## src/rtl/serial_subtractor.sv

```systemverilog
// Bit-serial LSB-first subtractor: d = a - b - bin over WIDTH cycles with a start/busy/done handshake.
// Define SERIAL_SUBTRACTOR_OVF_EN to add the signed-overflow output ovf.
module serial_subtractor #(
  parameter int WIDTH = 8
) (
  input  logic             clk,
  input  logic             rst_n,
  input  logic             start,
  input  logic [WIDTH-1:0] a,
  input  logic [WIDTH-1:0] b,
  input  logic             bin,
  output logic             busy,
  output logic             done,
  output logic [WIDTH-1:0] d,
  output logic             bout
`ifdef SERIAL_SUBTRACTOR_OVF_EN
  ,
  output logic             ovf
`endif
);

  localparam int CW = $clog2(WIDTH);
  localparam logic [CW-1:0] LAST = CW'(WIDTH - 1);

  typedef enum logic [1:0] {IDLE, RUN, DONE} state_e;

  state_e           state_q, state_d;
  logic [WIDTH-1:0] sa_q, sa_d;
  logic [WIDTH-1:0] sb_q, sb_d;
  logic [WIDTH-1:0] sr_q, sr_d;
  logic             br_q, br_d;
  logic [CW-1:0]    cnt_q, cnt_d;
  logic [WIDTH-1:0] d_q, d_d;
  logic             bout_q, bout_d;
  logic             accept;
  logic [1:0]       step;
`ifdef SERIAL_SUBTRACTOR_OVF_EN
  logic             a_msb_q, a_msb_d;
  logic             b_msb_q, b_msb_d;
  logic             ovf_q, ovf_d;
`endif

  assign accept = start && (state_q != RUN);
  // Upper bit of the 2-bit difference is the borrow into the next bit.
  assign step   = {1'b0, sa_q[0]} - {1'b0, sb_q[0]} - {1'b0, br_q};

  // NOTE: every signal assigned here gets a default first so no path leaves it unassigned (no latches).
  always_comb begin
    state_d = state_q;
    unique case (state_q)
      IDLE:    if (start) state_d = RUN;
      RUN:     if (cnt_q == LAST) state_d = DONE;
      DONE:    state_d = start ? RUN : IDLE;
      default: state_d = IDLE;
    endcase
  end

  always_comb begin
    sa_d   = sa_q;
    sb_d   = sb_q;
    sr_d   = sr_q;
    br_d   = br_q;
    cnt_d  = cnt_q;
    d_d    = d_q;
    bout_d = bout_q;
`ifdef SERIAL_SUBTRACTOR_OVF_EN
    a_msb_d = a_msb_q;
    b_msb_d = b_msb_q;
    ovf_d   = ovf_q;
`endif
    if (accept) begin
      sa_d  = a;
      sb_d  = b;
      br_d  = bin;
      cnt_d = '0;
`ifdef SERIAL_SUBTRACTOR_OVF_EN
      a_msb_d = a[WIDTH-1];
      b_msb_d = b[WIDTH-1];
`endif
    end else if (state_q == RUN) begin
      sa_d  = {1'b0, sa_q[WIDTH-1:1]};
      sb_d  = {1'b0, sb_q[WIDTH-1:1]};
      sr_d  = {step[0], sr_q[WIDTH-1:1]};
      br_d  = step[1];
      cnt_d = cnt_q + 1'b1;
      if (cnt_q == LAST) begin
        d_d    = {step[0], sr_q[WIDTH-1:1]};
        bout_d = step[1];
`ifdef SERIAL_SUBTRACTOR_OVF_EN
        ovf_d = (a_msb_q != b_msb_q) && (step[0] != a_msb_q);
`endif
      end
    end
  end

  // NOTE: sequential state uses non-blocking assignments so every flop samples pre-edge values.
  always_ff @(posedge clk or negedge rst_n) begin
    if (!rst_n) begin
      state_q <= IDLE;
      sa_q    <= '0;
      sb_q    <= '0;
      sr_q    <= '0;
      br_q    <= 1'b0;
      cnt_q   <= '0;
      d_q     <= '0;
      bout_q  <= 1'b0;
`ifdef SERIAL_SUBTRACTOR_OVF_EN
      a_msb_q <= 1'b0;
      b_msb_q <= 1'b0;
      ovf_q   <= 1'b0;
`endif
    end else begin
      state_q <= state_d;
      sa_q    <= sa_d;
      sb_q    <= sb_d;
      sr_q    <= sr_d;
      br_q    <= br_d;
      cnt_q   <= cnt_d;
      d_q     <= d_d;
      bout_q  <= bout_d;
`ifdef SERIAL_SUBTRACTOR_OVF_EN
      a_msb_q <= a_msb_d;
      b_msb_q <= b_msb_d;
      ovf_q   <= ovf_d;
`endif
    end
  end

  always_comb begin
    busy = (state_q == RUN);
    done = (state_q == DONE);
  end

  assign d    = d_q;
  assign bout = bout_q;
`ifdef SERIAL_SUBTRACTOR_OVF_EN
  assign ovf  = ovf_q;
`endif

endmodule

```

## config.mk

```make
export PLATFORM = sky130hd
export DESIGN_NAME = serial_subtractor
export DESIGN_NICKNAME = d
export VERILOG_FILES = /design/src/rtl/serial_subtractor.sv
export SDC_FILE = /design/constraint.sdc
export NUM_CORES = 1
export LEC_CHECK = 0
export CAP_MARGIN = 40
export CORE_ASPECT_RATIO = 2
export CORE_MARGIN = 2
export CORE_UTILIZATION = 40
export DETAILED_ROUTE_END_ITERATION = 6
export DONT_BUFFER_PORTS = 1
export PLACE_DENSITY_LB_ADDON = 0.15
export SLEW_MARGIN = 10
export SYNTH_ARGS = -nofsm -noshare
export SYNTH_HDL_FRONTEND = slang
export SYNTH_SLANG_ARGS = --single-unit
```

## constraint.sdc

```tcl
create_clock -name clk -period 2.2 [get_ports clk]
set_input_delay 0.22 -clock clk [delete_from_list [all_inputs] [get_ports clk]]
set_output_delay 0.22 -clock clk [all_outputs]
set_load 0.05 [all_outputs]
```

==> flow_summary.json <==
{
  "status": "complete, no violations",
  "slew_headroom": 0.6606,
  "critPathMaxFanout": 10,
  "routedWlPerCell_um": 16.84,
  "antenna_cells": 0,
  "drive_gt1_frac": 0.4833,
  "via_per_inst": 4.971,
  "clk_latency_ns": 0.29,
  "setup_violations": 0,
  "yosys.area.top_type_share": 0.5245,
  "hold_depth": 2,
  "grt_pass1_wl_mm": 5.043,
  "die_h_um": 99.21,
  "cp-end-kind": "flip-flop",
  "critPathKind": "reg -> reg",
  "critPathRequiredTime_ns": 2.37,
  "netlist_area_um2": 1813,
  "num_rows": 34,
  "leakagePower_nw": 0.9802,
  "drt-pass1-iter-count": 2,
  "min_path_type": "in -> reg",
  "power_density_nw_per_um2": 1622,
  "synth.most_common_cell": "dfrtp_1",
  "synth.area.top_cells": "dfrtp_1 (52%), mux2_4 (25%), mux2_2 (9.9%)",
  "cap_violations": 0,
  "grt_max_degree": 39,
  "ctsLongestPathBuffers": 2,
  "synth_seq_cells": 38,
  "rsz0062_at_grt": "false",
  "finalNonFillerCells": 174,
  "gp_congestion": 0.6533,
  "dp_hpwl_mm": 2.008,
  "wl_mm": 2.930,
  "arrival_ns": 1.87,
  "core_area_um2": 4339,
  "nets": 142,
  "post_cts_resize_count": 0,
  "synth_ff_type": "dfrtp_1",
  "portBuffers": 0,
  "drv_slew": 0,
  "synth_top_cell_by_area": "dfrtp_1",
  "synthCells": 113,
  "area_growth_pct": 10.84,
  "htreeDepth": 2,
  "overflow": 0,
  "ys_top_cells_by_count": "dfrtp_1 (38), mux2_4 (30), mux2_2 (16)",
  "critPathLaunchType": "flip-flop",
  "synth_cell_types": 14,
  "max_freq_mhz": 588.2,
  "synth_edf_count": 0,
  "drc": 0,
  "vias": 865,
  "hold_violations": 0,
  "reg2regPathDepth": 4,
  "period_share": 0.7728,
  "clock-sinks": 38,
  "ios": 31,
  "path_clk_slew_ns": 0.08,
  "dieWidth_um": 51.61,
  "die-area_um2": 5120,
  "dp_cells": 164,
  "yosysSeqAreaShare": 0.5245,
  "min_period_ns": 1.700,
  "clock-skew-final_ns": 0.008610,
  "cts_root_buf": "clkbuf_8",
  "grt_util_all_layers": 0.1327,
  "initial_core_util": 0.4178,
  "antenna_found_initial": 0,
  "syn-num-nets": 136,
  "ir_drop_v": 0.0008008,
  "tns_ns": 0,
  "cts_tree": "done",
  "worst_pin_slew_ns": 0.5075,
  "syn_avg_cell_area_um2": 16.04,
  "drt-initial-drc-count": 2,
  "async_reset_ff_frac": 1.000,
  "cts_buffers": 5,
  "grt_pass1_vias": 1074,
  "antenna_left": 0,
  "yosysWarningCount": 0
}
[path summary, 6_finish.rpt]
path                                from         end  slack [ns]
worst max register to register  cnt_q[0]        d[1]        0.50
min in group asynchronous          rst_n     sr_q[6]        0.40
max in group asynchronous          rst_n     sa_q[4]        1.60
worst max-delay path            cnt_q[0]        d[1]        0.50
worst min-delay path               start  state_q[0]        0.07
worst min register to register  cnt_q[0]    cnt_q[0]        0.50
[cells by family after synthesis]
group	synth area share
multiplexers	0.3754
buffers and inverters	0.04623
adder cells (fa/ha/maj)	0.02484
AO/OA/AOI/OAI	0.003453
AND/OR/NAND/NOR	0.02554
flip-flops	0.5245
[placed cells by master, fill, tap and decap left out, drive strengths merged]
cell type / Yosys / layout
nor2b: 3 / 3
inv: 6 / 6
nor2: 2 / 2
nand2b: 2 / 2
clkbuf: 0 / 5
dlygate4sd3: 0 / 1
dfrtp: 38 / 38
mux2: 46 / 46
mux2i: 5 / 5
fa: 1 / 1
nand3b: 1 / 1
ha: 2 / 2
o22ai: 1 / 1
bufinv: 0 / 2
clkinv: 0 / 1
buf: 6 / 4
[sequential cells by signal (all words and copies together), names as in the netlist]
| register | cells |
|---|---|
| bout | 1 |
| cnt_q | 3 |
| sr_q | 7 |
| br_q | 1 |
| sb_q | 8 |
| sa_q | 8 |
| state_q | 2 |
| d | 8 |
[critical path, stage by stage (launching register included)]
cell,delay (ns)
dfrtp_1,0.41
ha_1,0.21
ha_1,0.19
nand3b_1,0.38
mux2_2,0.39
[repair_timing]
action	in CTS	in global routing
setup buffers	0	0
hold endpoints to repair	38	0
hold buffers	2	0
[metal layers]
metal	wire [µm]	vias up	GRT usage
met1	1123	437	0.1448
li1	-	399	-
met5	0	-	0
met2	1615	24	0.2337
met4	59	0	0.04858
met3	132	5	0.04054
[power breakdown]
part | total [mW] | internal, mW | switching (mW)
sequential | 1.51 | 1.02 | 0.485
combinational | 1.05 | 0.668 | 0.379
clock | 0.706 | 0.454 | 0.252
total | 3.26 | 2.14 | 1.12
[cell type report]
cell class	count	area, µm²
clock inverters	3	68.82
well taps	54	67.56
flip-flops and latches	38	950.9
inverters	6	22.52
clock buffers	5	68.82
repair buffers	5	52.55
multi-input cells	63	778.2
fillers	413	2330
[metrics by stage]
stage / setup slack, ns / total power [mW] / hold slack [ns] / area, µm² / utilization
floorplan: 0.7163 / 2.426 / -0.07559 / 1813 / -
global placement: 0.5535 / 2.528 / -0.07475 / 1842 / 0.4245
detailed placement: 0.4865 / 2.573 / -0.07461 / 1842 / 0.4245
CTS: 0.4694 / 3.321 / 0.06674 / 2009 / 0.4631
global route: 0.3881 / 3.461 / 0.08069 / 2009 / 0.4631
finish: 0.4998 / 3.259 / 0.07272 / 2009 / 0.4631
(Power assumes the default switching activity.)
